## src/rtl/call_pkg.sv

```systemverilog
// Shared encodings for the call-control engine: UI commands, signalling
// packet types and call states.
package call_pkg;

    localparam logic [1:0] CMD_NOP    = 2'd0;
    localparam logic [1:0] CMD_DIAL   = 2'd1;
    localparam logic [1:0] CMD_ANSWER = 2'd2;
    localparam logic [1:0] CMD_HANGUP = 2'd3;

    localparam logic [1:0] CALL_REQ  = 2'd0;
    localparam logic [1:0] CALL_ACK  = 2'd1;
    localparam logic [1:0] CALL_END  = 2'd2;
    localparam logic [1:0] CALL_BUSY = 2'd3;

    typedef enum logic [1:0] {
        ST_IDLE      = 2'd0,
        ST_OUTGOING  = 2'd1,
        ST_INCOMING  = 2'd2,
        ST_CONNECTED = 2'd3
    } call_state_e;

endpackage

```

## src/rtl/call_controller_if.sv

```systemverilog
// UI command, network signalling and status bundle of the call controller.
interface call_controller_if #(
    parameter int unsigned ADDR_W = 8
);
    logic              cmd_valid;
    logic [1:0]        cmd;
    logic [ADDR_W-1:0] cmd_addr;
    logic              cmd_ready;

    logic              rx_valid;
    logic [1:0]        rx_type;
    logic [ADDR_W-1:0] rx_src;

    logic              tx_valid;
    logic [1:0]        tx_type;
    logic [ADDR_W-1:0] tx_dst;
    logic              tx_ready;

    logic [1:0]        state;
    logic [ADDR_W-1:0] peer_addr;
    logic              ring;
    logic              audio_en;
    logic              err;

    modport master (
        output cmd_valid, cmd, cmd_addr, rx_valid, rx_type, rx_src, tx_ready,
        input  cmd_ready, tx_valid, tx_type, tx_dst, state, peer_addr, ring, audio_en, err
    );

    modport slave (
        input  cmd_valid, cmd, cmd_addr, rx_valid, rx_type, rx_src, tx_ready,
        output cmd_ready, tx_valid, tx_type, tx_dst, state, peer_addr, ring, audio_en, err
    );
endinterface

```

## src/rtl/call_timer.sv

```systemverilog
// Ring/answer timer: clearable, saturating up-counter that flags the last
// cycle of the timeout window.
module call_timer #(
    parameter int unsigned TIMEOUT_CYCLES = 50_000_000
) (
    input  logic clk,
    input  logic reset,
    input  logic i_clear,
    input  logic i_enable,
    output logic o_expired_c
);
    localparam int unsigned   TW   = $clog2(TIMEOUT_CYCLES + 1);
    localparam logic [TW-1:0] LAST = TW'(TIMEOUT_CYCLES - 1);

    logic [TW-1:0] r_count;

    // Holds at LAST so a timeout blocked by a busy tx fires once tx frees up
    always_ff @(posedge clk or negedge reset) begin
        if (!reset) begin
            r_count <= '0;
        end else if (i_clear) begin
            r_count <= '0;
        end else if (i_enable && (r_count != LAST)) begin
            r_count <= r_count + TW'(1);
        end
    end

    assign o_expired_c = (r_count == LAST);

endmodule

```

## src/rtl/call_controller.sv

```systemverilog
// Call state machine between the front-panel UI and the network layer, with a
// single-entry outgoing signalling register.
module call_controller
    import call_pkg::*;
#(
    parameter int unsigned ADDR_W         = 8,
    parameter int unsigned TIMEOUT_CYCLES = 50_000_000
) (
    input logic               clk,
    input logic               reset,
    call_controller_if.slave  bus
);
    call_state_e       r_state;
    call_state_e       w_state_nxt;
    logic [ADDR_W-1:0] r_peer;
    logic [ADDR_W-1:0] w_peer_nxt;

    logic              r_tx_valid;
    logic [1:0]        r_tx_type;
    logic [ADDR_W-1:0] r_tx_dst;
    logic              w_tx_load;
    logic [1:0]        w_tx_type_nxt;
    logic [ADDR_W-1:0] w_tx_dst_nxt;

    logic              r_ring;
    logic              r_audio_en;
    logic              r_err;
    logic              w_err_nxt;

    logic              w_cmd_fire;
    logic              w_from_peer;
    logic              w_timer_en;
    logic              w_timer_clr;
    logic              w_expired;
    logic              w_timeout;

    // Received packets always win; commands wait for both rx and tx to be idle
    assign bus.cmd_ready = !r_tx_valid && !bus.rx_valid;
    assign w_cmd_fire    = bus.cmd_valid && bus.cmd_ready;
    assign w_from_peer   = (bus.rx_src == r_peer);

    assign w_timer_en  = (r_state == ST_OUTGOING) || (r_state == ST_INCOMING);
    assign w_timer_clr = (w_state_nxt != r_state);
    assign w_timeout   = w_timer_en && w_expired && !r_tx_valid && !bus.rx_valid;

    call_timer #(
        .TIMEOUT_CYCLES (TIMEOUT_CYCLES)
    ) u_timer (
        .clk         (clk),
        .reset       (reset),
        .i_clear     (w_timer_clr),
        .i_enable    (w_timer_en),
        .o_expired_c (w_expired)
    );

    // Next-state, peer, tx load and error decode
    always_comb begin
        w_state_nxt   = r_state;
        w_peer_nxt    = r_peer;
        w_tx_load     = 1'b0;
        w_tx_type_nxt = r_tx_type;
        w_tx_dst_nxt  = r_tx_dst;
        w_err_nxt     = 1'b0;

        if (bus.rx_valid) begin
            if (r_state == ST_IDLE) begin
                if (bus.rx_type == CALL_REQ) begin
                    w_peer_nxt  = bus.rx_src;
                    w_state_nxt = ST_INCOMING;
                end
            end else if (w_from_peer) begin
                case (r_state)
                    ST_OUTGOING: begin
                        if (bus.rx_type == CALL_ACK) begin
                            w_state_nxt = ST_CONNECTED;
                        end else if ((bus.rx_type == CALL_END) || (bus.rx_type == CALL_BUSY)) begin
                            w_state_nxt = ST_IDLE;
                        end
                    end
                    ST_INCOMING, ST_CONNECTED: begin
                        if (bus.rx_type == CALL_END) begin
                            w_state_nxt = ST_IDLE;
                        end
                    end
                    default: ;
                endcase
            end else if (bus.rx_type == CALL_REQ) begin
                // Third party calling in: answer BUSY, or drop it if tx is full
                if (r_tx_valid) begin
                    w_err_nxt = 1'b1;
                end else begin
                    w_tx_load     = 1'b1;
                    w_tx_type_nxt = CALL_BUSY;
                    w_tx_dst_nxt  = bus.rx_src;
                end
            end
        end else begin
            if (w_timeout) begin
                w_tx_load     = 1'b1;
                w_tx_type_nxt = CALL_END;
                w_tx_dst_nxt  = r_peer;
                w_state_nxt   = ST_IDLE;
                w_err_nxt     = (r_state == ST_OUTGOING);
            end
            // A command accepted alongside a timeout overrides the timeout action
            if (w_cmd_fire) begin
                case (bus.cmd)
                    CMD_DIAL: begin
                        if (r_state == ST_IDLE) begin
                            w_peer_nxt    = bus.cmd_addr;
                            w_tx_load     = 1'b1;
                            w_tx_type_nxt = CALL_REQ;
                            w_tx_dst_nxt  = bus.cmd_addr;
                            w_state_nxt   = ST_OUTGOING;
                        end else begin
                            w_err_nxt = 1'b1;
                        end
                    end
                    CMD_ANSWER: begin
                        if (r_state == ST_INCOMING) begin
                            w_tx_load     = 1'b1;
                            w_tx_type_nxt = CALL_ACK;
                            w_tx_dst_nxt  = r_peer;
                            w_state_nxt   = ST_CONNECTED;
                        end else begin
                            w_err_nxt = 1'b1;
                        end
                    end
                    CMD_HANGUP: begin
                        if (r_state == ST_IDLE) begin
                            w_err_nxt = 1'b1;
                        end else begin
                            w_tx_load     = 1'b1;
                            w_tx_type_nxt = CALL_END;
                            w_tx_dst_nxt  = r_peer;
                            w_state_nxt   = ST_IDLE;
                        end
                    end
                    CMD_NOP: ;
                    default: ;
                endcase
            end
        end
    end

    // State, tx register and status outputs
    always_ff @(posedge clk or negedge reset) begin
        if (!reset) begin
            r_state    <= ST_IDLE;
            r_peer     <= '0;
            r_tx_valid <= 1'b0;
            r_tx_type  <= '0;
            r_tx_dst   <= '0;
            r_ring     <= 1'b0;
            r_audio_en <= 1'b0;
            r_err      <= 1'b0;
        end else begin
            r_state <= w_state_nxt;
            r_peer  <= w_peer_nxt;
            if (w_tx_load) begin
                r_tx_valid <= 1'b1;
                r_tx_type  <= w_tx_type_nxt;
                r_tx_dst   <= w_tx_dst_nxt;
            end else if (r_tx_valid && bus.tx_ready) begin
                r_tx_valid <= 1'b0;
            end
            r_ring     <= (w_state_nxt == ST_INCOMING);
            r_audio_en <= (w_state_nxt == ST_CONNECTED);
            r_err      <= w_err_nxt;
        end
    end

    assign bus.tx_valid  = r_tx_valid;
    assign bus.tx_type   = r_tx_type;
    assign bus.tx_dst    = r_tx_dst;
    assign bus.state     = r_state;
    assign bus.peer_addr = r_peer;
    assign bus.ring      = r_ring;
    assign bus.audio_en  = r_audio_en;
    assign bus.err       = r_err;

endmodule

```

## src/flat_wrapper.sv

```systemverilog
// flat-port wrapper written by rule: the top's interface ports become plain ports
module call_controller_flat import call_pkg::*;
#(
    parameter int unsigned ADDR_W         = 8,
    parameter int unsigned TIMEOUT_CYCLES = 50_000_000
)
  (clk, reset, bus_cmd_valid, bus_cmd, bus_cmd_addr, bus_rx_valid, bus_rx_type, bus_rx_src, bus_tx_ready, bus_cmd_ready, bus_tx_valid, bus_tx_type, bus_tx_dst, bus_state, bus_peer_addr, bus_ring, bus_audio_en, bus_err);
  call_controller_if #(.ADDR_W(ADDR_W)) bus_i ();
  input logic clk;
  input logic reset;
  input wire logic [$bits(bus_i.cmd_valid)-1:0] bus_cmd_valid;
  input wire logic [$bits(bus_i.cmd)-1:0] bus_cmd;
  input wire logic [$bits(bus_i.cmd_addr)-1:0] bus_cmd_addr;
  input wire logic [$bits(bus_i.rx_valid)-1:0] bus_rx_valid;
  input wire logic [$bits(bus_i.rx_type)-1:0] bus_rx_type;
  input wire logic [$bits(bus_i.rx_src)-1:0] bus_rx_src;
  input wire logic [$bits(bus_i.tx_ready)-1:0] bus_tx_ready;
  output wire logic [$bits(bus_i.cmd_ready)-1:0] bus_cmd_ready;
  output wire logic [$bits(bus_i.tx_valid)-1:0] bus_tx_valid;
  output wire logic [$bits(bus_i.tx_type)-1:0] bus_tx_type;
  output wire logic [$bits(bus_i.tx_dst)-1:0] bus_tx_dst;
  output wire logic [$bits(bus_i.state)-1:0] bus_state;
  output wire logic [$bits(bus_i.peer_addr)-1:0] bus_peer_addr;
  output wire logic [$bits(bus_i.ring)-1:0] bus_ring;
  output wire logic [$bits(bus_i.audio_en)-1:0] bus_audio_en;
  output wire logic [$bits(bus_i.err)-1:0] bus_err;
  assign bus_i.cmd_valid = bus_cmd_valid;
  assign bus_i.cmd = bus_cmd;
  assign bus_i.cmd_addr = bus_cmd_addr;
  assign bus_i.rx_valid = bus_rx_valid;
  assign bus_i.rx_type = bus_rx_type;
  assign bus_i.rx_src = bus_rx_src;
  assign bus_i.tx_ready = bus_tx_ready;
  assign bus_cmd_ready = bus_i.cmd_ready;
  assign bus_tx_valid = bus_i.tx_valid;
  assign bus_tx_type = bus_i.tx_type;
  assign bus_tx_dst = bus_i.tx_dst;
  assign bus_state = bus_i.state;
  assign bus_peer_addr = bus_i.peer_addr;
  assign bus_ring = bus_i.ring;
  assign bus_audio_en = bus_i.audio_en;
  assign bus_err = bus_i.err;
  call_controller #(.ADDR_W(ADDR_W), .TIMEOUT_CYCLES(TIMEOUT_CYCLES)) u_core (.clk(clk), .reset(reset), .bus(bus_i));
endmodule
```

## config.mk

```make
export PLATFORM = sky130hd
export DESIGN_NAME = call_controller_flat
export DESIGN_NICKNAME = d
export VERILOG_FILES = /design/src/rtl/call_pkg.sv /design/src/rtl/call_controller_if.sv /design/src/rtl/call_timer.sv /design/src/rtl/call_controller.sv /design/src/flat_wrapper.sv
export SDC_FILE = /design/constraint.sdc
export NUM_CORES = 1
export LEC_CHECK = 0
export CAP_MARGIN = 20
export CORE_MARGIN = 4
export CORE_UTILIZATION = 25
export CTS_BUF_LIST = sky130_fd_sc_hd__clkbuf_8
export CTS_CLUSTER_SIZE = 25
export DETAILED_ROUTE_END_ITERATION = 10
export PLACE_DENSITY = 0.41
export SYNTH_ARGS = -nofsm -noshare
export SYNTH_HDL_FRONTEND = slang
export SYNTH_SLANG_ARGS = --single-unit
```

## constraint.sdc

```tcl
create_clock -name clk -period 4.68 [get_ports clk]
set_input_delay 1.17 -clock clk [delete_from_list [all_inputs] [get_ports clk]]
set_output_delay 1.17 -clock clk [all_outputs]
set_load 0.02 [all_outputs]
```

==> results.txt, run 1 <==
CP Launch Type: input pin
via count: 2908
fin crit period: 4.07 ns
Yosys top cell by area: dfrtp_1
Switching Share: 0.411
Die Y: 125 um
Post-synth EDFFs: 0
Wirelength per Cell: 16.4 um
largest family of logic cells by synthesized area: simple AND/OR/NAND/NOR gates
final setup vio count: 0
Synth top cells by count: dfrtp_1 (50), nand2_1 (31), o21ai_0 (31), xnor2_1 (23), nor3_2 (20)
Post CTS Setup Buffer Count: 0
fin crit share: 0.870
Max Slew Vio Count: 0
total core area: 0.0133 sq mm
syn_area_per_cell: 9.16 sq um
worst reg-to-reg path cell count: 9
Crit path arrival time: 2.90 ns
port bufs: 49
initial antenna violation count: 0
Int Pwr: 0.000981 W
crit path capture type: output pin
power share of the combinational group: 0.451
Setup TNS: 0 ns
Rows: 42
global-route wire length before repair: 16100 um
Critical path origin: bus_rx_valid
Fill cells: 1381
Mapped Nets: 407
clk slew on worst S/H paths: 0.10 ns
Main synth FF type: dfrtp_1
ys async rst share: 1.00
Slew headroom: 0.249
vias per cell: 4.87
Detailed Place HPWL: 6810 um
Final Net Count: 454
post-synth cell types: 50
P_sw: 0.000685 W
CTS Buffer Depth: 2
starting utilization of the core area: 0.257
num ports: 50
CTS root buf: clkbuf_8
CTS tree: built
Worst setup endpoint: bus_cmd_ready
R2R Path Start: u_core.bus.state[0]
Post-Synth Simple-Gate Area: 0.255
crit path max fanout: 10
pwr/cell area: 396 mW/mm^2
leading post-synthesis cells by cell area: dfrtp_1 (37%), xnor2_1 (5.9%), nor3_2 (5.9%)
Syn Std Cell Area: 0.00342 sq mm
Die W: 125 um
synth warn: 0
CTS buffer count: 5
kind of critical path: in -> out
number of max-cap violations: 0
R2R Setup Slk: 1.35 ns
Min-Delay Path Class: reg -> reg
largest net degree at the start of global routing: 51
count leader, synth: dfrtp_1
Syn Inst Count: 373
Tot Pwr: 0.00167 W
antenna viol nets, final: 0
post-synthesis adder-cell area fraction: 0.0329
GR Util All Layers: 0.127
sequential area share after synthesis: 0.366
H-tree depth: 2
Critical Path RT: 3.51 ns
Die Footprint: 0.0156 sq mm
compound-cell area share of the yosys netlist: 0.159
drt first pass iters: 4
GP Congestion: 0.784
Area Growth Syn to Fin: 23.0%
drt initial violations: 219
Post-CTS Resized: 0
antenna fix cells: 0
Achievable Freq: 0.246 GHz
run status: completed
Clk pwr share: 0.170
CTS Hold Bufs: 0
RSZ-0062 raised after global routing: no
DRC errors left: 0
share of the synthesized area in the top cell type: 0.366
clock skew: 0.0108 ns
FF-to-FF End: u_core.bus.tx_type[0]
mux contribution to synthesized area: 0.0556
layout cells sized above 1: 0.131
IR drop worst, VDD: 0.000130 V
number of global-route vias before repair: 2929
gr ovfl total: 0
final wirelength: 9770 um
Seq cells post-synth: 50
Post-Synth XOR/XNOR Area: 0.0820
Leak: 1.64 nW
sequential share of power: 0.379
Worst-Margin Slew: 1.12 ns
Hold Vio Cnt, Final: 0
CTS sink cnt: 50
clk_lat worst skew: 0.32 ns
-- layer usage --
layer	wire (um)	GRT usage
met4	109	0.0338
met1	4670	0.169
met3	425	0.0320
met2	4560	0.207
met5	0	0
-- flip-flops by register name (all words and copies together), names as in the netlist --
name                    cells
u_core.bus.err              1
u_core.bus.ring             1
u_core.bus.audio_en         1
u_core.bus.tx_type          2
u_core.u_timer.r_count     26
u_core.bus.state            2
u_core.bus.peer_addr        8
u_core.bus.tx_valid         1
u_core.bus.tx_dst           8
-- metrics by stage --
stage               setup slack (ns)  cells  instance area, sq um  utilization  hold WS (ns)
global placement               0.545    589                  4110        0.309         0.537
floorplan                       1.29    373                  3420            -         0.517
finish                         0.608    597                  4200        0.316         0.558
global route                   0.484    597                  4200        0.316         0.585
detailed placement             0.510    589                  4110        0.309         0.543
CTS                            0.598    597                  4200        0.316         0.555
-- worst max-delay path: stages --
cell and delay [ns]:
clkdlybuf4s50_1 0.65, buf_4 0.29, nor2_1 0.15, clkdlybuf4s50_1 0.64
-- cell type report --
type	count	area [sq um]	share of cell area
multi-input combinational	286	2010	0.478
sequential	50	1250	0.298
timing repair buffer	59	561	0.133
tap	176	220	0.0524
clock buffer	6	82.6	0.0196
inverter	18	67.6	0.0161
clock inverter	2	12.5	0.00298
-- layout by cell type (no fill, tap or decap), drive strengths merged, types with 2 or more instances in the layout --
master and instances:
or4b 2, a32o 2, mux2i 10, o22ai 9, buf 11, o41ai 2, and4 3, ha 9
o31ai 6, inv 18, xnor2 23, nor3b 3, clkbuf 6, mux2 8, nor4b 2, nand2 32
nand4 13, nor4 5, nor2b 5, clkdlybuf4s50 48, o21a 2, nor2 15, and2 4, o21ai 31
a21oi 13, nand3 11, or3 3, xor2 9, dfrtp 50, a211oi 10, and3 3, nor3 39
-- worst min path at each step --
stage / startpoint / end / slack [ns] / cells past startpoint
after floorplan: u_core.u_timer.r_count[25] / u_core.u_timer.r_count[25] / 0.52 / 2
after global placement: u_core.u_timer.r_count[25] / u_core.u_timer.r_count[25] / 0.54 / 2
after detailed placement: u_core.u_timer.r_count[25] / u_core.u_timer.r_count[25] / 0.54 / 2
after CTS: u_core.u_timer.r_count[25] / u_core.u_timer.r_count[25] / 0.56 / 2
after global routing: u_core.bus.tx_dst[6] / u_core.bus.tx_dst[6] / 0.59 / 2
final: u_core.u_timer.r_count[25] / u_core.u_timer.r_count[25] / 0.56 / 2
-- kinds of logic after synthesis --
family / after synthesis
mux: 18
flops: 50
buf+inv: 37
simple gates: 144
fa+ha+maj: 9
xor+xnor: 32
compound gates: 83
-- power by group through the flow --
stage | clock network [W] | logic (W) | registers (W)
detailed placement | 0 | 0.000754 | 0.000640
global route | 0.000319 | 0.000813 | 0.000647
finish | 0.000284 | 0.000751 | 0.000631
CTS | 0.000304 | 0.000757 | 0.000631
global placement | 0 | 0.000755 | 0.000640
floorplan | 0 | 0.000373 | 0.000710
Note: power is estimated with default switching activity, not from simulation.
==> run 2: changes to the inputs <==
--- a/config.mk
+++ b/config.mk
@@ -9,9 +9,9 @@
 export CORE_MARGIN = 4
 export CORE_UTILIZATION = 25
 export CTS_BUF_LIST = sky130_fd_sc_hd__clkbuf_8
-export CTS_CLUSTER_SIZE = 25
+export CTS_CLUSTER_SIZE = 8
 export DETAILED_ROUTE_END_ITERATION = 10
-export PLACE_DENSITY = 0.41
+export PLACE_DENSITY = 0.42
 export SYNTH_ARGS = -nofsm -noshare
 export SYNTH_HDL_FRONTEND = slang
 export SYNTH_SLANG_ARGS = --single-unit
==> constraint.sdc (replaced) <==
create_clock -name clk -period 3.6 [get_ports clk]
set_input_delay 0.9 -clock clk [delete_from_list [all_inputs] [get_ports clk]]
set_output_delay 0.9 -clock clk [all_outputs]
set_load 0.02 [all_outputs]
==> results.txt, run 2 (same netlist as run 1, synthesis figures left out) <==
run status: completed (unchanged)
RSZ-0062 raised after global routing: no (unchanged)
clock skew: 0.0275 ns (was 0.0108 ns)
antenna fix cells: 0 (unchanged)
CTS root buf: clkbuf_8 (unchanged)
antenna viol nets, final: 0 (unchanged)
Achievable Freq: 0.307 GHz
most frequent cells in the layout: dfrtp_1 (50), clkdlybuf4s50_1 (48), o21ai_0 (31), nand2_1 (31), xnor2_1 (23) (unchanged)
final core utilization: 0.325 (was 0.316)
final setup vio count: 0 (unchanged)
Slew headroom: 0.571 (was 0.249)
largest net degree at the start of global routing: 27 (was 51)
crit path max fanout: 26 (was 10)
min-delay src: u_core.bus.tx_dst[5] (was u_core.u_timer.r_count[25])
global-route wire length before repair: 16800 um (was 16100 um)
crit-path most repeated cell: or4b_4 (was clkdlybuf4s50_1)
clk_lat worst skew: 0.33 ns (was 0.32 ns)
CP Launch Type: input pin (unchanged)
GR Util All Layers: 0.133 (was 0.127)
CP max-delay cell: clkdlybuf4s50_1 (unchanged)
Setup TNS: 0 ns (unchanged)
fin crit period: 3.25 ns
fin crit share: 0.904
Rows: 42 (unchanged)
number of max-cap violations: 0 (unchanged)
total core area: 0.0133 sq mm (unchanged)
pwr/cell area: 512 mW/mm^2 (was 396 mW/mm^2)
Non-Filler Instances: 610 (was 597)
CTS tree: built (unchanged)
number of global-route vias before repair: 2995 (was 2929)
number of flip-flops under the largest register name: 26 (unchanged)
H-tree depth: 2 (unchanged)
Buf+Inv Stages, Crit Path: 3 (unchanged)
R2R Path Start: u_core.bus.state[1] (was u_core.bus.state[0])
gr ovfl total: 0 (unchanged)
via count: 2982 (was 2908)
crit path capture type: flip-flop (was output pin)
Final Net Count: 467 (was 454)
worst-path cell chain: clkdlybuf4s50_1 -> inv_1 -> ha_1 -> or4b_4 -> or4b_4 -> nand2_2 -> a21oi_2 -> o311ai_4 -> buf_12 -> nor3_1 (was clkdlybuf4s50_1 -> buf_4 -> nor2_1 -> clkdlybuf4s50_1)
clk slew on worst S/H paths: 0.10 ns (about the same)
Worst-Margin Slew: 0.643 ns (was 1.12 ns)
Die Footprint: 0.0156 sq mm (unchanged)
drt initial violations: 257 (was 219)
CTS sink cnt: 50 (unchanged)
drt first pass iters: 6 (was 4)
port bufs: 49 (unchanged)
layout cells sized above 1: 0.157 (was 0.131)
CTS Hold Bufs: 0 (unchanged)
Critical Path RT: 3.80 ns (was 3.51 ns)
CP peak stage delay: 0.51 ns (was 0.65 ns)
initial antenna violation count: 0 (unchanged)
Die Y: 125 um (unchanged)
Hold Vio Cnt, Final: 0 (unchanged)
num ports: 50 (unchanged)
Detailed Place HPWL: 7080 um (was 6810 um)
Leak: 1.70 nW (was 1.64 nW)
kind of critical path: in -> reg (was in -> out)
Crit path arrival time: 3.45 ns (was 2.90 ns)
Max Slew Vio Count: 0 (unchanged)
Area Growth Syn to Fin: 26.5% (was 23.0%)
final wirelength: 9980 um (was 9770 um)
starting utilization of the core area: 0.257 (unchanged)
Critical path origin: bus_cmd[0] (was bus_rx_valid)
CTS buffer count: 5 (unchanged)
CTS Buffer Depth: 2 (unchanged)
DRC errors left: 0 (unchanged)
commonest non-fill, non-tap cell in the layout: dfrtp_1 (unchanged)
Post CTS Setup Buffer Count: 0 (unchanged)
vias per cell: 4.89 (was 4.87)
Post-CTS Resized: 0 (unchanged)
Tot Pwr: 0.00222 W (was 0.00167 W)
most flop-heavy register: u_core.u_timer.r_count (unchanged)
Min-Delay Path Class: reg -> reg (unchanged)
IR drop worst, VDD: 0.000140 V (was 0.000130 V)
Wirelength per Cell: 16.4 um (about the same)
CP delay by family, top: simple AND/OR/NAND/NOR gates (was buffers and inverters)
Die W: 125 um (unchanged)
GP Congestion: 0.811 (was 0.784)
dpl cells: 602 (was 589)
## run 2: cell count changes in the layout (fill, tap and decap cells not counted)
cell / previous run / this run
buf_12: 0 / 2
buf_4: 10 / 21
clkbuf_8: 6 / 5
clkinv_2: 1 / 0
clkinvlp_4: 1 / 2
inv_6: 0 / 1
## run 2: routing by layer
metal | share of wire | vias up | global-route usage | routed length (um)
met5 | 0 | - | 0 | 0
met4 | 0.016 | 0 | 0.0383 | 161
met3 | 0.036 | 8 | 0.0307 | 359
met2 | 0.45 | 48 | 0.210 | 4530
met1 | 0.49 | 1453 | 0.182 | 4930
li1 | - | 1473 | - | -
## run 2: stage by stage
step	hold WS, ns	area, sq um	worst slack, ns
floorplan	0.517	3420	0.481
global placement	0.546	4230	0.0295
detailed placement	0.557	4230	-0.0124
CTS	0.577	4320	0.347
global route	0.605	4320	0.159
finish	0.573	4320	0.346
## run 2: final cells by class
class / instances / area [sq um]
Fill cell: 1379 / 8970
Multi-Input combinational cell: 286 / 2010
Sequential cell: 50 / 1250
Timing Repair Buffer: 72 / 683
Tap cell: 176 / 220
Clock buffer: 5 / 68.8
Inverter: 18 / 67.6
Clock inverter: 3 / 23.8
## run 2: worst reg2reg max path, cell delays in order (launching register included)
cell and delay [ns]:
dfrtp_1 0.46, inv_1 0.19, ha_1 0.37, nand4_1 0.14, or3_1 0.41, nor3_4 0.12
buf_4 0.26, mux2_2 0.36, a211oi_1 0.25, o22ai_1 0.13
## run 2: path summary, 6_finish.rpt
| path | endpoint | slack (ns) | cells past startpoint |
|---|---|---|---|
| worst min register to register | u_core.bus.tx_dst[5] | 0.57 | 2 |
| worst min-delay path | u_core.bus.tx_dst[5] | 0.57 | 2 |
| max in group asynchronous | u_core.u_timer.r_count[3] | 2.36 | 2 |
| worst max register to register | u_core.bus.tx_dst[1] | 0.76 | 9 |
| min in group asynchronous | u_core.bus.state[0] | 0.58 | 1 |
| worst max-delay path | u_core.u_timer.r_count[2] | 0.35 | 10 |
## run 2: power by group
part,internal [W],switching (W),total [W]
registers,0.000679,0.000137,0.000815
logic,0.000483,0.000553,0.00104
clock network,0.000140,0.000225,0.000365
total,0.00130,0.000914,0.00222
==> run 3: changes to the inputs <==
--- a/config.mk
+++ b/config.mk
@@ -9,9 +9,10 @@
 export CORE_MARGIN = 4
 export CORE_UTILIZATION = 25
 export CTS_BUF_LIST = sky130_fd_sc_hd__clkbuf_8
-export CTS_CLUSTER_SIZE = 8
 export DETAILED_ROUTE_END_ITERATION = 10
 export PLACE_DENSITY = 0.42
+export SKIP_LAST_GASP = 1
+export SLEW_MARGIN = 10
 export SYNTH_ARGS = -nofsm -noshare
 export SYNTH_HDL_FRONTEND = slang
 export SYNTH_SLANG_ARGS = --single-unit
==> results of run 3 <==
No change in the layout: final DEF, timing and power equal those of run 2.
